--- src/rtl/uart_pkg.sv ---
// uart_pkg: definitions shared by uart_rx and uart_tx.
//   - BAUD_TABLE   : baud rate selected by the 3-bit baud_sel code
//   - baud_div()   : clock cycles per 16x oversample tick, rounded to nearest
//   - parity_mode_t: encoding of the 2-bit parity_mode input
//   - exp_parity() : parity bit expected for a data word under a mode
//   - uart_state_t : frame FSM states
package uart_pkg;

    localparam int unsigned DIV_W = 16;

    localparam int unsigned BAUD_TABLE [8] = '{
        9600, 19200, 38400, 57600, 115200, 230400, 460800, 921600
    };

    typedef enum logic [1:0] {
        PAR_SPACE = 2'b00,
        PAR_MARK  = 2'b01,
        PAR_EVEN  = 2'b10,
        PAR_ODD   = 2'b11
    } parity_mode_t;

    typedef enum logic [2:0] {
        IDLE,
        START,
        DATA,
        PARITY,
        STOP
    } uart_state_t;

    // round(clk_freq / (16 * baud)) in integer arithmetic
    function automatic int unsigned baud_div(int unsigned clk_freq, logic [2:0] sel);
        int unsigned baud;
        baud = BAUD_TABLE[sel];
        return (clk_freq + 8 * baud) / (16 * baud);
    endfunction

    // Unused upper data bits must be zero so the reduction covers only real bits
    function automatic logic exp_parity(parity_mode_t mode, logic [7:0] word);
        logic p;
        case (mode)
            PAR_ODD:  p = ~^word;
            PAR_EVEN: p = ^word;
            PAR_MARK: p = 1'b1;
            default:  p = 1'b0;
        endcase
        return p;
    endfunction

endpackage

--- src/rtl/uart_rx_baudgen.sv ---
// uart_rx_baudgen: 16x oversample tick generator for the UART receiver.
// Parameters:
//   CLK_FREQ  system clock frequency in Hz
// Ports:
//   clk       system clock, rising edge
//   rst       asynchronous active-high reset
//   restart   restarts the tick period (start-bit detection)
//   baud_sel  3-bit rate code, indexes the divisor table
//   tick      one-cycle 16x oversample enable
module uart_rx_baudgen
    import uart_pkg::*;
#(
    parameter int unsigned CLK_FREQ = 100_000_000
)
(
    input  logic       clk,
    input  logic       rst,
    input  logic       restart,
    input  logic [2:0] baud_sel,
    output logic       tick
);

    // Divisors are elaboration-time constants; only the table lookup is logic.
    logic [DIV_W-1:0] div_tab [8];

    for (genvar i = 0; i < 8; i++) begin : g_div
        assign div_tab[i] = DIV_W'(baud_div(CLK_FREQ, 3'(i)));
    end

    logic [DIV_W-1:0] div;
    logic [DIV_W-1:0] cnt;
    logic             wrap;

    assign div  = div_tab[baud_sel];
    assign wrap = (cnt >= div - 1'b1);

    always_ff @(posedge clk or posedge rst) begin
        if (rst) begin
            cnt <= '0;
        end else if (restart || wrap) begin
            cnt <= '0;
        end else begin
            cnt <= cnt + 1'b1;
        end
    end

    assign tick = wrap && !restart;

endmodule

--- src/rtl/uart_rx.sv ---
// uart_rx: UART receiver, 7/8 data bits, optional parity, 1/2 stop bits,
// 16x oversampling, eight selectable baud rates.
// Build option: define UART_RX_MAJORITY_EN to take each bit as the 2-of-3
// majority of samples at ticks 7, 8, 9 (decided at tick 9) instead of a
// single sample at tick 8.
// Parameters:
//   CLK_FREQ       system clock frequency in Hz
// Ports:
//   clk            system clock, rising edge
//   rst            asynchronous active-high reset
//   en             receiver enable; dropping it mid-frame aborts the frame
//   baud_sel       rate code 0..7 = 9600 .. 921600
//   data_size      0: 7 data bits, 1: 8 data bits
//   parity_en      parity bit present
//   parity_mode    11 odd, 10 even, 01 mark, 00 space
//   stop_bit_size  0: one stop bit, 1: two stop bits
//   rx             asynchronous serial line, idle high
//   data           received word (bit7 = 0 in 7-bit mode), held until next valid
//   valid          one-cycle pulse marking a new word
//   parity_err     parity mismatch for the word flagged by valid
//   frame_err      a stop bit was sampled 0 for the word flagged by valid
//   busy           high from start-bit detection until return to IDLE
module uart_rx
    import uart_pkg::*;
#(
    parameter int unsigned CLK_FREQ = 100_000_000
)
(
    input  logic       clk,
    input  logic       rst,
    input  logic       en,
    input  logic [2:0] baud_sel,
    input  logic       data_size,
    input  logic       parity_en,
    input  logic [1:0] parity_mode,
    input  logic       stop_bit_size,
    input  logic       rx,
    output logic [7:0] data,
    output logic       valid,
    output logic       parity_err,
    output logic       frame_err,
    output logic       busy
);

    // Every bit decision happens when tick_cnt wraps 15->0. Presetting the
    // counter at start detection places that first wrap at the start-bit
    // decision tick; all later decisions then fall 16 ticks apart.
`ifdef UART_RX_MAJORITY_EN
    localparam logic [3:0] TICK_PRESET = 4'd7;
`else
    localparam logic [3:0] TICK_PRESET = 4'd8;
`endif

    uart_state_t state, state_nxt;

    logic         rx_meta, rx_s, rx_prev;
    logic         start_det;
    logic         tick;
    logic [3:0]   tick_cnt;
    logic         samp_now;
    logic         samp_bit;
    logic [2:0]   bit_cnt;
    logic         stop_cnt;
    logic         last_data_bit;
    logic         last_stop_bit;
    logic         frame_done;
    logic [7:0]   shreg;
    logic [7:0]   word;
    logic         par_err_r;
    logic         frm_err_r;

    logic [2:0]   baud_l;
    logic         ds_l;
    logic         pen_l;
    parity_mode_t pm_l;
    logic         stop2_l;

    // Synchronizer plus one history flop for falling-edge detection; all idle high.
    always_ff @(posedge clk or posedge rst) begin
        if (rst) begin
            rx_meta <= 1'b1;
            rx_s    <= 1'b1;
            rx_prev <= 1'b1;
        end else begin
            rx_meta <= rx;
            rx_s    <= rx_meta;
            rx_prev <= rx_s;
        end
    end

    assign start_det = (state == IDLE) && en && rx_prev && !rx_s;

    uart_rx_baudgen #(
        .CLK_FREQ (CLK_FREQ)
    ) u_baudgen (
        .clk      (clk),
        .rst      (rst),
        .restart  (start_det),
        .baud_sel (baud_l),
        .tick     (tick)
    );

    assign samp_now = tick && (tick_cnt == 4'd15);

`ifdef UART_RX_MAJORITY_EN
    logic samp_a, samp_b;

    always_ff @(posedge clk or posedge rst) begin
        if (rst) begin
            samp_a <= 1'b1;
            samp_b <= 1'b1;
        end else if (tick) begin
            if (tick_cnt == 4'd13) samp_a <= rx_s;
            if (tick_cnt == 4'd14) samp_b <= rx_s;
        end
    end

    assign samp_bit = (samp_a & samp_b) | (samp_a & rx_s) | (samp_b & rx_s);
`else
    assign samp_bit = rx_s;
`endif

    assign last_data_bit = (bit_cnt == (ds_l ? 3'd7 : 3'd6));
    assign last_stop_bit = stop_cnt || !stop2_l;
    assign frame_done    = (state == STOP) && samp_now && last_stop_bit && en;

    // 7-bit words enter at bit7 and end up in shreg[7:1]
    assign word = ds_l ? shreg : {1'b0, shreg[7:1]};

    // State register
    always_ff @(posedge clk or posedge rst) begin
        if (rst) begin
            state <= IDLE;
        end else begin
            state <= state_nxt;
        end
    end

    // Next-state logic
    always_comb begin
        state_nxt = state;
        case (state)
            IDLE:    if (start_det) state_nxt = START;
            START:   if (samp_now) state_nxt = samp_bit ? IDLE : DATA;
            DATA:    if (samp_now && last_data_bit) state_nxt = pen_l ? PARITY : STOP;
            PARITY:  if (samp_now) state_nxt = STOP;
            STOP:    if (samp_now && last_stop_bit) state_nxt = IDLE;
            default: state_nxt = IDLE;
        endcase
        if (!en && (state != IDLE)) begin
            state_nxt = IDLE;
        end
    end

    // Output logic
    always_comb begin
        busy = (state != IDLE);
    end

    // Frame datapath: config latch, bit counters, shift register, result registers
    always_ff @(posedge clk or posedge rst) begin
        if (rst) begin
            tick_cnt   <= '0;
            bit_cnt    <= '0;
            stop_cnt   <= 1'b0;
            shreg      <= '0;
            par_err_r  <= 1'b0;
            frm_err_r  <= 1'b0;
            baud_l     <= '0;
            ds_l       <= 1'b0;
            pen_l      <= 1'b0;
            pm_l       <= PAR_SPACE;
            stop2_l    <= 1'b0;
            data       <= '0;
            valid      <= 1'b0;
            parity_err <= 1'b0;
            frame_err  <= 1'b0;
        end else begin
            valid <= 1'b0;

            if (start_det) begin
                baud_l    <= baud_sel;
                ds_l      <= data_size;
                pen_l     <= parity_en;
                pm_l      <= parity_mode_t'(parity_mode);
                stop2_l   <= stop_bit_size;
                tick_cnt  <= TICK_PRESET;
                bit_cnt   <= '0;
                stop_cnt  <= 1'b0;
                par_err_r <= 1'b0;
                frm_err_r <= 1'b0;
            end else if (tick) begin
                tick_cnt <= tick_cnt + 1'b1;
            end

            if (samp_now) begin
                case (state)
                    DATA: begin
                        shreg   <= {samp_bit, shreg[7:1]};
                        bit_cnt <= bit_cnt + 1'b1;
                    end
                    PARITY: begin
                        par_err_r <= (samp_bit != exp_parity(pm_l, word));
                    end
                    STOP: begin
                        stop_cnt <= 1'b1;
                        if (!samp_bit) frm_err_r <= 1'b1;
                    end
                    default: ;
                endcase
            end

            if (frame_done) begin
                data       <= word;
                parity_err <= par_err_r;
                frame_err  <= frm_err_r | !samp_bit;
                valid      <= 1'b1;
            end
        end
    end

endmodule
--- config.mk ---
export PLATFORM = sky130hd
export DESIGN_NAME = uart_rx
export DESIGN_NICKNAME = d
export VERILOG_FILES = /design/src/rtl/uart_pkg.sv /design/src/rtl/uart_rx_baudgen.sv /design/src/rtl/uart_rx.sv
export SDC_FILE = /design/constraint.sdc
export NUM_CORES = 1
export LEC_CHECK = 0
export ABC_AREA = 1
export CAP_MARGIN = 30
export CELL_PAD_IN_SITES_DETAIL_PLACEMENT = 2
export CELL_PAD_IN_SITES_GLOBAL_PLACEMENT = 2
export CORE_MARGIN = 1
export CORE_UTILIZATION = 25
export DETAILED_ROUTE_END_ITERATION = 6
export GPL_TIMING_DRIVEN = 0
export HOLD_SLACK_MARGIN = 0.12
export PLACE_DENSITY_LB_ADDON = 0.3
export SYNTH_ARGS = -nofsm -noshare
export SYNTH_HDL_FRONTEND = slang
export SYNTH_HIERARCHICAL = 1
export SYNTH_SLANG_ARGS = --single-unit
export TNS_END_PERCENT = 100
--- constraint.sdc ---
create_clock -name clk -period 5.98 [get_ports clk]
set_clock_uncertainty 0.05 [all_clocks]
set_input_delay 1.196 -clock clk [delete_from_list [all_inputs] [get_ports clk]]
set_output_delay 1.196 -clock clk [all_outputs]
set_load 0.05 [all_outputs]
* Word-level counts from Yosys, hierarchy flattened
Memories as Yosys holds them, arrays and structs flattened.
Cells that the tools add are included.
** Storage, ports and cells
- Memory bits (read-only) :: 128
- Register bits :: 59
- Memories :: 1
** Operators by class
- Bitwise logic cells :: 2
- Reductions and logical operators :: 24
- Muxes and demuxes :: 33
- $add $sub $neg :: 4
- $lt $le $gt $ge :: 2
- Equality and inequality tests :: 15
** Memory list
- (no name shown) :: words 8, bits a word 16, rd ports 1, clocked after memory_dff 0, wr ports 0, RTL line uart_rx_baudgen.sv:34 : assign div = div_tab[baud_sel];
** Operators by type and width (count)
- $mux 16 :: 3
- $mux 3 :: 10
- $add 16x1->16 const B :: 1
- $ge 16x16->1 :: 1
- $sub 16x1->16 const B :: 1
- $pmux 3 s5 :: 1
- $mux 1 :: 14
- $logic_and 1x1->1 :: 11
- $ne 3x3->1 const B :: 3
- $mux 4 :: 2
- $mux 8 :: 1
- $reduce_xnor 8->1 :: 1
- $reduce_xor 8->1 :: 1
- $eq 3x2->1 const B :: 2
- $ne 3x1->1 const B :: 2
- $reduce_and 5->1 :: 1
- $add 4x1->4 const B :: 1
- $eq 2x2->1 const B :: 2
- $eq 4x4->1 const B :: 1
- $ge 4x4->1 const B :: 1
- $logic_not 1->1 :: 4
- $not 3->4 :: 1
- $add 3x1->3 const B :: 1
- $eq 3x1->1 const B :: 1
- other kinds (12) :: 13

* Depth between registers and ports, before layout
- Depth in word-level cells :: 12
- Depth in mapped cells :: 26
- Gate-level depth less buffers :: 25

* Hierarchy
The synthesis kept the hierarchy.
** Modules (own cells, without submodules)
- uart_rx :: cells an instance 278, times used 1, area an instance 2148.3 um2
- uart_rx_baudgen :: cells an instance 152, times used 1, area an instance 1253.7 um2

* Worst setup path after synthesis
OpenSTA, ideal clock, no wires.
- Path kind :: register to register
- Start :: reg baud_l[0]
- End :: reg data[7]
- Clock period less this slack :: 3.442 ns
- Arrival :: 3.267 ns
- Required time :: 5.805 ns
- Path slack :: 2.538 ns
- Cell stages (with the launch flop) :: 24
- Cell sequence :: dfrtp_1 inv_1 ha_1 or2_2 nor3_1 nand2_1 xor2_1 ha_1 nand2_1 nor2_1 nand2_1 nor2_2 nor2_2 a21oi_1 nand2_1 nor2_2 nand2_2 inv_2 nand2_2 nor3_4 inv_2 buf_6 nand2_1 o31ai_1
** Between the ends
- Cells in the longest elaborated chain, start to end :: 11
** RTL lines
- from (decl) :: RTL line uart_rx.sv:72 : logic [2:0] baud_l;
- from (signal assigned) :: RTL line uart_rx.sv:182 : baud_l <= baud_sel;
- $not 3->4 (implied by the code) :: RTL line uart_rx_baudgen.sv:34
- $mem_v2 8x16
- $mux 16 (implied by the code) (2 in series) :: RTL line uart_rx_baudgen.sv:34
- $sub 16x1->16 :: RTL line uart_rx_baudgen.sv:35 : assign wrap = (cnt >= div - 1'b1);
- $ge 16x16->1 :: RTL line uart_rx_baudgen.sv:35
- $logic_and 1x1->1 :: RTL line uart_rx_baudgen.sv:47 : assign tick = wrap && !restart;
- via tick :: RTL line uart_rx.sv:58 : logic tick;
- $logic_and 1x1->1 :: RTL line uart_rx.sv:103 : assign samp_now = tick && (tick_cnt == 4'd15);
- $logic_and 1x1->1 (3 in series) :: RTL line uart_rx.sv:125 : assign frame_done = (state == STOP) && samp_now && last_stop_bit && en;
- via frame_done :: RTL line uart_rx.sv:66 : logic frame_done;
- to (signal assigned) :: RTL line uart_rx.sv:214 : data <= word;
- to (decl) :: RTL line uart_rx.sv:38 : output logic [7:0] data,
The timed path passes the listed nets, and every way through them passes these cells. The select of a mux whose other input is x is not followed.
A chain may end at the register's enable or synchronous reset.

* Final worst setup path
Same ends and word-level chain as after synthesis.

==> results.md <==
### Route
• detailed-route wire length: 9.44 mm
• DRC errors left: 0
• WL/cell: 14.5 µm
• count of nets left with antenna violations after detail routing: 0
• total number of vias: 2873
• count of TritonRoute iterations in the first routing pass: 4
• DRT iter0 DRCs: 89
• number of vias per cell: 4.42

### Clock tree
• TritonCTS clock tree: done
• number of sinks handled by clock tree synthesis: 59
• # Post-CTS Setup Buffers: 0
• clk slew on worst S/H paths: 0.05 ns
• Clock H-tree levels: 3
• Clock Path Buffers: 2
• hold buffers post-CTS: 0
• total clock buffers created by CTS: 9
• PostCTS Resize Cnt: 0
• master cell of the clock root buffer: sky130_fd_sc_hd__clkbuf_16
• clock latency at the later pin of the worst-skew pair: 0.33 ns

### Floorplanning
• top-level I/O count: 24
• starting density of the core: 25.7%
• width of the chip: 119 µm
• chip height: 119 µm
• number of rows in the core area: 42
• Placeable Area: 13200 µm²
• die area: 14100 µm²

### Layout
• count of fill cells added during filler insertion: 1545
• area added between synthesis and finish: 22.5%
• final standard cell utilization of the core: 31.5%
• non-filler cells, final: 650
• area taken by multi-input logic gates: 1680 µm²
• Final nets: 503
• fraction of final layout cells sized beyond drive strength 1: 13.5%
• sequential standard cell area: 1480 µm²
• # diodes: 0

### Synth
• area share of the leading cell type in the synthesized netlist: 41.2%
• cell taking the most area after synthesis: sky130_fd_sc_hd__dfrtp_1
• number of storage elements in the synthesis netlist: 59
• Netlist cell types: 36
• number of flops mapped to enable cells by yosys: 0
• most common cell in the synthesized netlist: sky130_fd_sc_hd__nand2_1
• cell area after synthesis: 3400 µm²
• Avg Inst Size Synth: 7.91 µm²
• Most used DFF post-synth: sky130_fd_sc_hd__dfrtp_1
• Synth async-reset ratio: 100%
• top cells by instance count after synthesis: 146 x sky130_fd_sc_hd__nand2_1, 56 x sky130_fd_sc_hd__dfrtp_1, 47 x sky130_fd_sc_hd__inv_1
• Post-Syn Instances: 430
• number of warnings reported in the yosys synthesis log: 6
• fraction of the yosys area taken by sequential cells: 43.5%
• biggest area contributors in the synthesized netlist: sky130_fd_sc_hd__dfrtp_1 41%, sky130_fd_sc_hd__nand2_1 16%, sky130_fd_sc_hd__ha_1 8.1%

### Timing
• final number of hold-violating endpoints: 0
• unrepaired setup endpoints after global routing: no
• transition at the pin with the smallest max-transition slack: 0.642 ns
• final number of max-transition violations: 0
• total negative slack: 0 ns
• worst slew margin relative to its limit: 57.2%
• Final Setup Violations: 0
• fin crit share: 72.4%
• crit path time final: 4.33 ns
• upper clock frequency limit: 231 MHz

### Worst setup path
• Critical Path Source Type: register
• class of the most critical setup path: register to register
• critical path capture point type: register
• biggest fanout along the worst timing path: 10
• worst flop-to-flop path startpoint: baud_l[0]
• end point of the critical path: data[7]
• Worst EP required: 6.14 ns
• arrival time reported for the critical path endpoint: 4.48 ns
• Worst R2R Setup Slack: 1.65 ns
• reg2reg end: data[7]
• depth of the most critical reg-to-reg path: 23
• source of the critical timing path: baud_l[0]

### Global routing
• number of global-route vias before repair: 3283
• wire length of the first global-routing pass: 16.5 mm
• total routing usage reported by global routing: 15.0%
• initial antenna violation count: 0
• total congestion overflow: 0
• maximum number of pins on one net before global-route repair: 27

### Place
• placed instance count: 634
• half-perimeter wire length of the detailed placement result: 7.28 mm
• gp weighted congestion: 0.728
• count of input and output buffers: 23

### Flow run
• max-cap violation count: 0

### Power
• net switching power: 848 µW
• portion of total power attributed to combinational logic: 44.8%
• Pleak: 0.00207 µW
• power per cell area: 466 nW/µm²
• register share of total power: 30.0%
• cell-internal power: 1090 µW
• proportion of total power due to net switching: 43.7%
• clock group share of total power: 25.2%
• worst vdd rail ir drop: 0.212 mV

### Min path
• class of the worst hold path: register to register

### Run status
• status: finished clean

-- flip-flops by register name (all words and copies together), names as in the netlist, 2 cells and up --
name,count
state,3
pm_l,2
data,8
bit_cnt,3
shreg,8
tick_cnt,4
u_baudgen/cnt,16
baud_l,3
-- final cells by class --
cell class,count,area share (%)
multi-input cells,315,40.2
flip-flops and latches,59,35.5
clock buffers,12,6.15
repair buffers,24,6.00
well taps,176,5.28
inverters,51,4.65
plain buffers,9,1.56
clock inverters,4,0.600
-- cell usage in the layout, fill, tap and decap left out, types with 2 or more instances in the layout --
cell type	n
sky130_fd_sc_hd__nand2_1	146
sky130_fd_sc_hd__dfrtp_1	56
sky130_fd_sc_hd__inv_1	46
sky130_fd_sc_hd__o21ai_0	26
sky130_fd_sc_hd__nor2_1	25
sky130_fd_sc_hd__nand3_1	24
sky130_fd_sc_hd__clkdlybuf4s50_1	23
sky130_fd_sc_hd__ha_1	22
sky130_fd_sc_hd__nor2_2	14
sky130_fd_sc_hd__xor2_1	12
sky130_fd_sc_hd__clkbuf_16	9
sky130_fd_sc_hd__a21oi_1	6
sky130_fd_sc_hd__o21ai_2	6
sky130_fd_sc_hd__conb_1	5
sky130_fd_sc_hd__inv_2	4
sky130_fd_sc_hd__o21ai_1	4
sky130_fd_sc_hd__buf_2	4
sky130_fd_sc_hd__nand2_2	3
sky130_fd_sc_hd__buf_4	3
sky130_fd_sc_hd__nor3_1	3
sky130_fd_sc_hd__dfstp_2	3
sky130_fd_sc_hd__xnor2_1	3
sky130_fd_sc_hd__nor3_2	2
sky130_fd_sc_hd__nor2_4	2
sky130_fd_sc_hd__buf_6	2
sky130_fd_sc_hd__clkinv_2	2
sky130_fd_sc_hd__clkinvlp_4	2
sky130_fd_sc_hd__clkbuf_8	2
-- per-layer routing --
metal / vias to the layer above / global-route usage [%] / share of wire [%]
met3: 10 / 3.43 / 2.1
met2: 27 / 26.8 / 52
li1: 1420 / - / -
met1: 1416 / 17.9 / 45
met5: - / 0 / 0
met4: 0 / 4.19 / 1.2
-- how the worst min path moves through the flow --
stage,start,endpoint,slack (ns),cells after the start
6_report,rx_meta,rx_s,0.31,0
5_1_grt,rx_meta,rx_s,0.32,0
4_1_cts,rx_meta,rx_s,0.31,0
3_5_place_dp,rx_meta,rx_s,0.30,0
3_3_place_gp,rx_meta,rx_s,0.30,0
2_1_floorplan,rx_meta,rx_s,0.30,0
-- critical path, cell delays in order (launching register included) --
cell,delay (ns)
sky130_fd_sc_hd__dfrtp_1,0.55
sky130_fd_sc_hd__inv_1,0.18
sky130_fd_sc_hd__ha_1,0.24
sky130_fd_sc_hd__or2_2,0.31
sky130_fd_sc_hd__nor3_1,0.22
sky130_fd_sc_hd__nand2_1,0.10
sky130_fd_sc_hd__xnor2_1,0.16
sky130_fd_sc_hd__ha_1,0.31
sky130_fd_sc_hd__nand2_1,0.07
sky130_fd_sc_hd__nor2_1,0.13
sky130_fd_sc_hd__nand2_1,0.10
sky130_fd_sc_hd__nor2_2,0.10
sky130_fd_sc_hd__nor2_2,0.05
sky130_fd_sc_hd__a21oi_1,0.39
sky130_fd_sc_hd__nand2_1,0.13
sky130_fd_sc_hd__nor2_2,0.13
sky130_fd_sc_hd__nand2_2,0.10
sky130_fd_sc_hd__inv_2,0.08
sky130_fd_sc_hd__nand2_2,0.07
sky130_fd_sc_hd__nor3_4,0.26
sky130_fd_sc_hd__inv_2,0.16
sky130_fd_sc_hd__buf_6,0.19
sky130_fd_sc_hd__nand2_1,0.06
sky130_fd_sc_hd__o31ai_1,0.06
-- logic make-up after synthesis --
family,count (synthesis),synth area share [%]
and+or+nand+nor,226,28.9
buffers and inverters,60,7.61
DFF,59,43.5
AOI/OAI and AO/OA,47,7.87
adders and majority gates,22,8.09
xor gates and xnor gates,15,3.86
other,1,0.110
-- through the flow --
step / setup slack [ns] / total power [µW] / area (µm²) / hold WS [ns]
finish: 1.65 / 1940 / 4170 / 0.312
CTS: 1.59 / 1980 / 4170 / 0.314
global route: 1.20 / 2130 / 4170 / 0.316
global placement: 1.86 / 1410 / 3870 / 0.296
detailed placement: 1.68 / 1470 / 3890 / 0.303
floorplan: 2.54 / 1200 / 3420 / 0.295
-- power by group through the flow --
stage,clock (µW),sequential [µW],combinational (µW)
3_3_place_gp,0,585,825
5_1_grt,523,599,1000
3_5_place_dp,0,591,880
4_1_cts,507,584,893
6_report,490,582,869
2_1_floorplan,0,598,606
Power figures use the tool's default switching activity.
